**src/rtl/overlay_mixer_pipe.sv**
```systemverilog
// Two-stage VGA overlay mixer: target boxes, aim crosses, centre crosshair and a lock
// indicator over the background pixel, with per-frame shadowed target data and a lock FSM.
module overlay_mixer_pipe #(
   parameter int NUM_TARGETS   = 16,
   parameter int COORD_W       = 10,
   parameter int CX            = 320,
   parameter int CY            = 240,
   parameter int LOCK_ZONE     = 30,
   parameter int LOCK_FRAMES   = 4,
   parameter int UNLOCK_FRAMES = 8,
   parameter int BLINK_LOG2    = 3,
   parameter int UI_X          = 580,
   parameter int UI_Y          = 30
) (
   input  logic                             clk,
   input  logic                             rst_n,
   input  logic                             frame_start,
   input  logic                             de_in,
   input  logic                             hsync_in,
   input  logic                             vsync_in,
   input  logic [COORD_W-1:0]               x_pixel,
   input  logic [COORD_W-1:0]               y_pixel,
   input  logic [11:0]                      img_bg,
   input  logic [NUM_TARGETS*COORD_W-1:0]   aim_x_all,
   input  logic [NUM_TARGETS*COORD_W-1:0]   aim_y_all,
   input  logic [NUM_TARGETS-1:0]           aim_detected_all,
   input  logic [NUM_TARGETS*COORD_W-1:0]   box_x_min_all,
   input  logic [NUM_TARGETS*COORD_W-1:0]   box_x_max_all,
   input  logic [NUM_TARGETS*COORD_W-1:0]   box_y_min_all,
   input  logic [NUM_TARGETS*COORD_W-1:0]   box_y_max_all,
   output logic [3:0]                       r_port,
   output logic [3:0]                       g_port,
   output logic [3:0]                       b_port,
   output logic                             de_out,
   output logic                             hsync_out,
   output logic                             vsync_out,
   output logic                             locked_out,
   output logic [$clog2(NUM_TARGETS)-1:0]   lock_idx
);
   localparam int IDX_W   = $clog2(NUM_TARGETS);
   localparam int CNT_MAX = (LOCK_FRAMES > UNLOCK_FRAMES) ? LOCK_FRAMES : UNLOCK_FRAMES;
   localparam int CNT_W   = $clog2(CNT_MAX + 1);
   localparam int SQ_W    = 2 * COORD_W + 1;

   typedef logic [COORD_W-1:0] coord_t;
   typedef logic [SQ_W-1:0]    sq_t;
   typedef enum logic [1:0] {S_IDLE, S_ACQUIRE, S_LOCKED, S_RELEASE} lock_state_t;

   localparam coord_t CX_C   = coord_t'(CX);
   localparam coord_t CY_C   = coord_t'(CY);
   localparam coord_t LZ_C   = coord_t'(LOCK_ZONE);
   localparam coord_t UI_X0  = coord_t'(UI_X);
   localparam coord_t UI_X1  = coord_t'(UI_X + 29);
   localparam coord_t UI_Y0  = coord_t'(UI_Y);
   localparam coord_t UI_Y1  = coord_t'(UI_Y + 29);
   localparam coord_t ARM_C  = coord_t'(5);
   localparam coord_t XH_W   = coord_t'(2);
   localparam coord_t XH_LO  = coord_t'(12);
   localparam coord_t XH_HI  = coord_t'(22);
   localparam sq_t    R2_MAX = sq_t'(36);
   localparam logic [CNT_W-1:0] LOCK_N   = CNT_W'(LOCK_FRAMES);
   localparam logic [CNT_W-1:0] UNLOCK_N = CNT_W'(UNLOCK_FRAMES);

   localparam logic [11:0] C_BLACK  = 12'h000;
   localparam logic [11:0] C_WHITE  = 12'hFFF;
   localparam logic [11:0] C_RED    = 12'hF00;
   localparam logic [11:0] C_GREEN  = 12'h0F0;
   localparam logic [11:0] C_YELLOW = 12'hFF0;

   function automatic logic signed [COORD_W:0] sx(input coord_t v);
      return $signed({1'b0, v});
   endfunction

   // Signed difference keeps aim-5 near the origin from wrapping to the far edge.
   function automatic coord_t absdiff(input coord_t a, input coord_t b);
      logic signed [COORD_W:0] d;
      d = sx(a) - sx(b);
      return d[COORD_W] ? coord_t'(-d) : coord_t'(d);
   endfunction

   logic [NUM_TARGETS*COORD_W-1:0] r_sh_ax, r_sh_ay, r_sh_bx0, r_sh_bx1, r_sh_by0, r_sh_by1;
   logic [NUM_TARGETS-1:0]         r_sh_det;
   logic [NUM_TARGETS-1:0]         w_box_hit, w_aim_hit, w_zone;
   logic [IDX_W-1:0]               w_zone_idx, r_lock_idx;
   logic                           w_in_zone;
   lock_state_t                    r_state, w_state_nxt;
   logic [CNT_W-1:0]               r_cnt, w_cnt_nxt, w_cnt_inc;
   logic [BLINK_LOG2-1:0]          r_frame_cnt;

   always_ff @(posedge clk or negedge rst_n) begin
      if (!rst_n) begin
         r_sh_ax  <= '0;
         r_sh_ay  <= '0;
         r_sh_bx0 <= '0;
         r_sh_bx1 <= '0;
         r_sh_by0 <= '0;
         r_sh_by1 <= '0;
         r_sh_det <= '0;
      end else if (frame_start) begin
         r_sh_ax  <= aim_x_all;
         r_sh_ay  <= aim_y_all;
         r_sh_bx0 <= box_x_min_all;
         r_sh_bx1 <= box_x_max_all;
         r_sh_by0 <= box_y_min_all;
         r_sh_by1 <= box_y_max_all;
         r_sh_det <= aim_detected_all;
      end
   end

   for (genvar i = 0; i < NUM_TARGETS; i++) begin : g_ch
      coord_t w_ax, w_ay, w_bx0, w_bx1, w_by0, w_by1, w_zx, w_zy;
      logic   w_in_x, w_in_y, w_on_x, w_on_y;
      assign w_ax  = r_sh_ax[i*COORD_W +: COORD_W];
      assign w_ay  = r_sh_ay[i*COORD_W +: COORD_W];
      assign w_bx0 = r_sh_bx0[i*COORD_W +: COORD_W];
      assign w_bx1 = r_sh_bx1[i*COORD_W +: COORD_W];
      assign w_by0 = r_sh_by0[i*COORD_W +: COORD_W];
      assign w_by1 = r_sh_by1[i*COORD_W +: COORD_W];
      assign w_in_x = (sx(x_pixel) >= sx(w_bx0)) && (sx(x_pixel) <= sx(w_bx1));
      assign w_in_y = (sx(y_pixel) >= sx(w_by0)) && (sx(y_pixel) <= sx(w_by1));
      assign w_on_x = (x_pixel == w_bx0) || (x_pixel == w_bx1);
      assign w_on_y = (y_pixel == w_by0) || (y_pixel == w_by1);
      assign w_box_hit[i] = r_sh_det[i] && ((w_on_x && w_in_y) || (w_on_y && w_in_x));
      assign w_aim_hit[i] = r_sh_det[i] &&
                            (((y_pixel == w_ay) && (absdiff(x_pixel, w_ax) <= ARM_C)) ||
                             ((x_pixel == w_ax) && (absdiff(y_pixel, w_ay) <= ARM_C)));
      // Zone test looks at the live inputs, not the shadow copy.
      assign w_zx = aim_x_all[i*COORD_W +: COORD_W];
      assign w_zy = aim_y_all[i*COORD_W +: COORD_W];
      assign w_zone[i] = aim_detected_all[i] && (absdiff(w_zx, CX_C) < LZ_C) &&
                         (absdiff(w_zy, CY_C) < LZ_C);
   end

   always_comb begin
      w_zone_idx = '0;
      for (int i = NUM_TARGETS - 1; i >= 0; i--)
         if (w_zone[i]) w_zone_idx = IDX_W'(i);
   end
   assign w_in_zone = |w_zone;
   assign w_cnt_inc = r_cnt + CNT_W'(1);

   always_comb begin
      w_state_nxt = r_state;
      w_cnt_nxt   = r_cnt;
      if (frame_start) begin
         case (r_state)
            S_IDLE: if (w_in_zone) begin
               w_state_nxt = (LOCK_FRAMES == 1) ? S_LOCKED : S_ACQUIRE;
               w_cnt_nxt   = (LOCK_FRAMES == 1) ? '0 : CNT_W'(1);
            end
            S_ACQUIRE: if (w_in_zone) begin
               w_cnt_nxt = w_cnt_inc;
               if (w_cnt_inc == LOCK_N) begin
                  w_state_nxt = S_LOCKED;
                  w_cnt_nxt   = '0;
               end
            end else begin
               w_state_nxt = S_IDLE;
               w_cnt_nxt   = '0;
            end
            S_LOCKED: if (!w_in_zone) begin
               w_state_nxt = (UNLOCK_FRAMES == 1) ? S_IDLE : S_RELEASE;
               w_cnt_nxt   = (UNLOCK_FRAMES == 1) ? '0 : CNT_W'(1);
            end
            S_RELEASE: if (w_in_zone) begin
               w_state_nxt = S_LOCKED;
               w_cnt_nxt   = '0;
            end else begin
               w_cnt_nxt = w_cnt_inc;
               if (w_cnt_inc == UNLOCK_N) begin
                  w_state_nxt = S_IDLE;
                  w_cnt_nxt   = '0;
               end
            end
            default: begin
               w_state_nxt = S_IDLE;
               w_cnt_nxt   = '0;
            end
         endcase
      end
   end

   always_ff @(posedge clk or negedge rst_n) begin
      if (!rst_n) begin
         r_state     <= S_IDLE;
         r_cnt       <= '0;
         r_frame_cnt <= '0;
         r_lock_idx  <= '0;
      end else begin
         r_state <= w_state_nxt;
         r_cnt   <= w_cnt_nxt;
         if (frame_start) r_frame_cnt <= r_frame_cnt + BLINK_LOG2'(1);
         if (frame_start && w_in_zone) r_lock_idx <= w_zone_idx;
      end
   end

   coord_t w_dx, w_dy;
   sq_t    w_r2;
   logic   w_xh_hit, w_ui_hit, w_ui_icon;
   assign w_dx = absdiff(x_pixel, CX_C);
   assign w_dy = absdiff(y_pixel, CY_C);
   assign w_r2 = sq_t'(w_dx) * sq_t'(w_dx) + sq_t'(w_dy) * sq_t'(w_dy);
   assign w_xh_hit = (w_r2 <= R2_MAX) ||
                     ((w_dx < XH_W) && (w_dy >= XH_LO) && (w_dy <= XH_HI)) ||
                     ((w_dy < XH_W) && (w_dx >= XH_LO) && (w_dx <= XH_HI));
   assign w_ui_hit  = (x_pixel >= UI_X0) && (x_pixel <= UI_X1) &&
                      (y_pixel >= UI_Y0) && (y_pixel <= UI_Y1);
   assign w_ui_icon = w_ui_hit && ((x_pixel == UI_X0) || (x_pixel == UI_X1) ||
                                   (y_pixel == UI_Y0) || (y_pixel == UI_Y1));

   // S1: per-pixel hit flags, background and syncs
   logic [NUM_TARGETS-1:0] r_box_hit_p1, r_aim_hit_p1;
   logic                   r_xh_hit_p1, r_ui_hit_p1, r_ui_icon_p1, r_de_p1, r_hs_p1, r_vs_p1;
   logic [11:0]            r_bg_p1;

   always_ff @(posedge clk or negedge rst_n) begin
      if (!rst_n) begin
         r_box_hit_p1 <= '0;
         r_aim_hit_p1 <= '0;
         r_xh_hit_p1  <= 1'b0;
         r_ui_hit_p1  <= 1'b0;
         r_ui_icon_p1 <= 1'b0;
         r_bg_p1      <= '0;
         r_de_p1      <= 1'b0;
         r_hs_p1      <= 1'b0;
         r_vs_p1      <= 1'b0;
      end else begin
         r_box_hit_p1 <= w_box_hit;
         r_aim_hit_p1 <= w_aim_hit;
         r_xh_hit_p1  <= w_xh_hit;
         r_ui_hit_p1  <= w_ui_hit;
         r_ui_icon_p1 <= w_ui_icon;
         r_bg_p1      <= img_bg;
         r_de_p1      <= de_in;
         r_hs_p1      <= hsync_in;
         r_vs_p1      <= vsync_in;
      end
   end

   logic        w_locked;
   logic [11:0] w_ind_col, w_rgb;
   assign w_locked = (r_state == S_LOCKED) || (r_state == S_RELEASE);

   always_comb begin
      w_ind_col = C_WHITE;
      case (r_state)
         S_ACQUIRE: w_ind_col = r_frame_cnt[BLINK_LOG2-1] ? C_WHITE : C_YELLOW;
         S_LOCKED:  w_ind_col = C_YELLOW;
         S_RELEASE: w_ind_col = C_RED;
         default:   w_ind_col = C_WHITE;
      endcase
      w_rgb = r_bg_p1;
      if (!r_de_p1)            w_rgb = C_BLACK;
      else if (r_ui_hit_p1)    w_rgb = r_ui_icon_p1 ? C_BLACK : w_ind_col;
      else if (r_xh_hit_p1)    w_rgb = w_locked ? C_RED : C_BLACK;
      else if (|r_aim_hit_p1)  w_rgb = C_RED;
      else if (|r_box_hit_p1)  w_rgb = C_GREEN;
   end

   // S2: registered colour and syncs
   logic [11:0] r_rgb_p2;
   logic        r_de_p2, r_hs_p2, r_vs_p2;

   always_ff @(posedge clk or negedge rst_n) begin
      if (!rst_n) begin
         r_rgb_p2 <= '0;
         r_de_p2  <= 1'b0;
         r_hs_p2  <= 1'b0;
         r_vs_p2  <= 1'b0;
      end else begin
         r_rgb_p2 <= w_rgb;
         r_de_p2  <= r_de_p1;
         r_hs_p2  <= r_hs_p1;
         r_vs_p2  <= r_vs_p1;
      end
   end

   assign r_port     = r_rgb_p2[11:8];
   assign g_port     = r_rgb_p2[7:4];
   assign b_port     = r_rgb_p2[3:0];
   assign de_out     = r_de_p2;
   assign hsync_out  = r_hs_p2;
   assign vsync_out  = r_vs_p2;
   assign locked_out = w_locked;
   assign lock_idx   = r_lock_idx;
endmodule
```
**config.mk**
```make
export PLATFORM = sky130hd
export DESIGN_NAME = overlay_mixer_pipe
export DESIGN_NICKNAME = d
export VERILOG_FILES = /design/src/rtl/overlay_mixer_pipe.sv
export SDC_FILE = /design/constraint.sdc
export NUM_CORES = 2
export LEC_CHECK = 0
export BUFFER_PORTS_ARGS = -buffer_cell sky130_fd_sc_hd__clkbuf_2
export CAP_MARGIN = 20
export CORE_MARGIN = 3
export CORE_UTILIZATION = 35
export DETAILED_ROUTE_END_ITERATION = 10
export PLACE_DENSITY = 0.52
export SLEW_MARGIN = 10
export SYNTH_ARGS = -nofsm -noshare
export SYNTH_HDL_FRONTEND = slang
export SYNTH_SLANG_ARGS = --single-unit
```
**constraint.sdc**
```tcl
create_clock -name clk -period 6.9 [get_ports clk]
set_input_delay 0.345 -clock clk [delete_from_list [all_inputs] [get_ports clk]]
set_output_delay 0.345 -clock clk [all_outputs]
set_load 0.01 [all_outputs]
```
==> out/qor.txt <==
Outcome -> completed
Post-Route WL -> 361 mm
DR vias -> 87300
H-tree depth -> 4
Netlist cell types -> 109
Endpoint required time on the critical path -> 7.61 ns
Skew final -> 0.0708 ns
Worst-Skew Late Latency -> 0.83 ns
Drt pass-1 iters -> 6
Max Slew Vio Count -> 0
DRC violation count after routing -> 0
Root Buffer -> clkbuf_16
Slew margin rel. -> 27.3%
Fin nets -> 15200
Largest stage delay on the critical path -> 0.60 ns
Synth Warn # -> 0
CP startpoint kind -> input pin
Fmax -> 148 MHz
Dpl cell area -> 100000 µm²
Port-buffer cells -> 1033
Post-synthesis register bit count -> 1054
Slowest CP cell -> fa_2
CP most frequent cell -> fa_1
Total grt overflow -> 0
# rows -> 184
Cell area power density -> 291 nW/µm²
Inst Count DP -> 15000
Critical Path End Type -> register
Multi-input gate area -> 57000 µm²
Via count of the first global-routing pass -> 87400
Crit path DAT -> 7.46 ns
Fin crit share -> 97.8%
Synthesized area -> 89200 µm²
CTS buffer count -> 139
Register cell area after layout -> 26400 µm²
Worst-path clk slew -> 0.07 ns
Initial Util -> 35.3%
CP Class -> in2reg
Post-layout power -> 33.7 mW
Final Hold Viols -> 0
Final setup margin -> 0.149 ns
Clk buf depth -> 3
Worst min path class -> in2reg
Die height -> 511 µm
Antenna violations before repair -> 89
Die ar. -> 261000 µm²
# Max-Cap Violations -> 0
DR iter-0 viols -> 6624
Core ar. -> 253000 µm²
Leak -> 55.5 nW
Ports -> 1034
DP HPWL -> 276 mm
CP Max Fanout -> 4
Post-Layout Cell Count -> 16300
Avg Inst Size Synth -> 8.40 µm²
Share of layout cells above drive strength 1 -> 14.7%
Avg Vias per Cell -> 5.35
Fill cells -> 24400
VDD IR max -> 0.00134 V
First-pass GRT wire length -> 540 mm
Largest net degree at the start of global routing -> 221
Area Growth Syn to Fin -> 29.6%
Seq/Total Area, Yosys -> 29.6%
Post-layout min period -> 6.75 ns
Final instance area -> 116000 µm²
Setup TNS Final -> 0 ns
ANT nets after route -> 0
CTS tree -> yes
Async SR Flop Fraction -> 100%
Synth Instances -> 10600
Pre-CTS WS -> -1.13 ns
Syn_nets -> 13000
DIE WIDTH -> 511 µm
Total GRT Usage -> 26.8%
Routability congestion estimate -> 0.927
Slew @ Worst Pin -> 1.08 ns
Post-synth EDFFs -> 0
# setup viols final -> 0
Drt wl/cell -> 22.1 µm
Ys flop type -> dfrtp_1
CTS Sinks -> 1054
[stage by stage]
stage                     hold slack, ns  util [%]
after global placement             0.331      39.6
after detailed placement           0.337      39.6
final                             0.0297      45.8
after CTS                        0.00936      45.6
after global routing              0.0335      45.8
after floorplan                   0.0494         -
[what timing repair did]
item | in CTS | in global routing
resized for setup | 8 | 75
endpoints found under the setup margin | 1 | 1
hold endpoints to repair | 1058 | 0
pin swaps | 3 | 44
buffers inserted | 2 | 13
hold buffers | 991 | 0
[cell type report]
| cell class | instances | share of cell area (%) |
|---|---|---|
| multi-input cells | 7864 | 49.3 |
| inverters | 1430 | 4.68 |
| flip-flops and latches | 1054 | 22.8 |
| repair buffers | 2319 | 15.2 |
| diodes | 43 | 0.0931 |
| well taps | 3348 | 3.62 |
| clock buffers | 194 | 3.45 |
| clock inverters | 60 | 0.915 |
[Yosys cell counts (all sizes together) (45+ instances only)]
library cell | number | area [µm²]
ha | 1175 | 14700
a21o | 245 | 1840
nand4 | 240 | 1520
xnor2 | 236 | 2070
clkbuf | 247 | 930
and3 | 50 | 314
a211oi | 59 | 443
a21oi | 485 | 2450
inv | 1425 | 5350
a31oi | 86 | 553
o21ai | 1211 | 6060
nand2 | 1231 | 4620
nor2 | 461 | 1730
o21a | 172 | 1290
xor2 | 100 | 883
o31ai | 50 | 375
or2 | 58 | 363
nand2b | 105 | 657
nor4 | 68 | 484
a2111oi | 53 | 472
o221ai | 45 | 394
o211ai | 80 | 606
dfrtp | 1054 | 26400
fa | 162 | 3240
mux2 | 132 | 1490
nor3 | 182 | 932
nor2b | 166 | 1050
or3 | 56 | 350
nand3 | 191 | 956
[report_power, final]
| group | internal [mW] | switching [mW] |
|---|---|---|
| logic | 8.74 | 10.0 |
| registers | 6.73 | 0.226 |
| clock network | 4.71 | 3.26 |
[cell usage in the layout, fill, tap and decap left out, drive strengths merged, types with 59 or more instances in the layout]
cell	instances
a211oi	59
a21o	245
a21oi	485
a31oi	86
buf	315
clkbuf	1206
dfrtp	1054
dlygate4sd3	991
fa	162
ha	1175
inv	1429
mux2	132
nand2	1231
nand2b	105
nand3	191
nand4	240
nor2	461
nor2b	166
nor3	182
nor4	68
o211ai	80
o21a	172
o21ai	1211
xnor2	236
xor2	100
[metal layers]
layer	vias to the layer above	wire length [µm]	global-route usage, %
met5	-	327	0
met4	56	16100	10.8
met3	692	19000	3.84
li1	41900	-	-
met2	2622	169000	45.0
met1	42100	157000	34.7
[cells by family (layout without fill, tap and decap cells)]
family	after synthesis	after routing	synth area share, %
other	0	43	0
multiplexers	172	172	2.12
AO/OA/AOI/OAI	2968	2968	20.9
AND/OR/NAND/NOR	3050	3050	16.8
buffers and inverters	1698	4003	7.17
flip-flops	1054	1054	29.6
XOR/XNOR	336	336	3.31
adder cells (fa/ha/maj)	1338	1338	20.1
[worst max-delay path: cells and delay by family]
| family | cells | cell delay [ns] |
|---|---|---|
| fa+ha+maj | 9 | 4.28 |
| xor+xnor | 2 | 0.32 |
| buf+inv | 9 | 0.86 |
| compound gates | 7 | 1.27 |
| simple gates | 4 | 0.38 |
[state kept, by name, indices dropped and copies added (netlist names), 12 cells and up, named ones only]
register      count
r_sh_ax         160
r_sh_ay         160
r_sh_bx0        160
r_sh_bx1        160
r_sh_by0        160
r_sh_by1        160
r_aim_hit_p1     16
r_box_hit_p1     16
r_sh_det         16
r_bg_p1          12
r_rgb_p2         12
[path summary, 6_finish.rpt]
check | start | end | slack (ns) | cells after the start
worst max-delay path | y_pixel[4] | r_xh_hit_p1$_DFF_PN0_ | 0.15 | 31
worst min-delay path | frame_start | r_sh_by0[51]$_DFFE_PN0P_ | 0.03 | 3
worst max register to register | r_sh_ax[90]$_DFFE_PN0P_ | r_aim_hit_p1[9]$_DFF_PN0_ | 2.75 | 12
worst min register to register | r_vs_p1$_DFF_PN0_ | vsync_out$_DFF_PN0_ | 0.36 | 0
max in group asynchronous | rst_n | r_sh_bx1[61]$_DFFE_PN0P_ | 4.90 | 4
min in group asynchronous | rst_n | r_sh_by1[98]$_DFFE_PN0P_ | 0.19 | 2
Note: power is estimated with default switching activity, not from simulation.
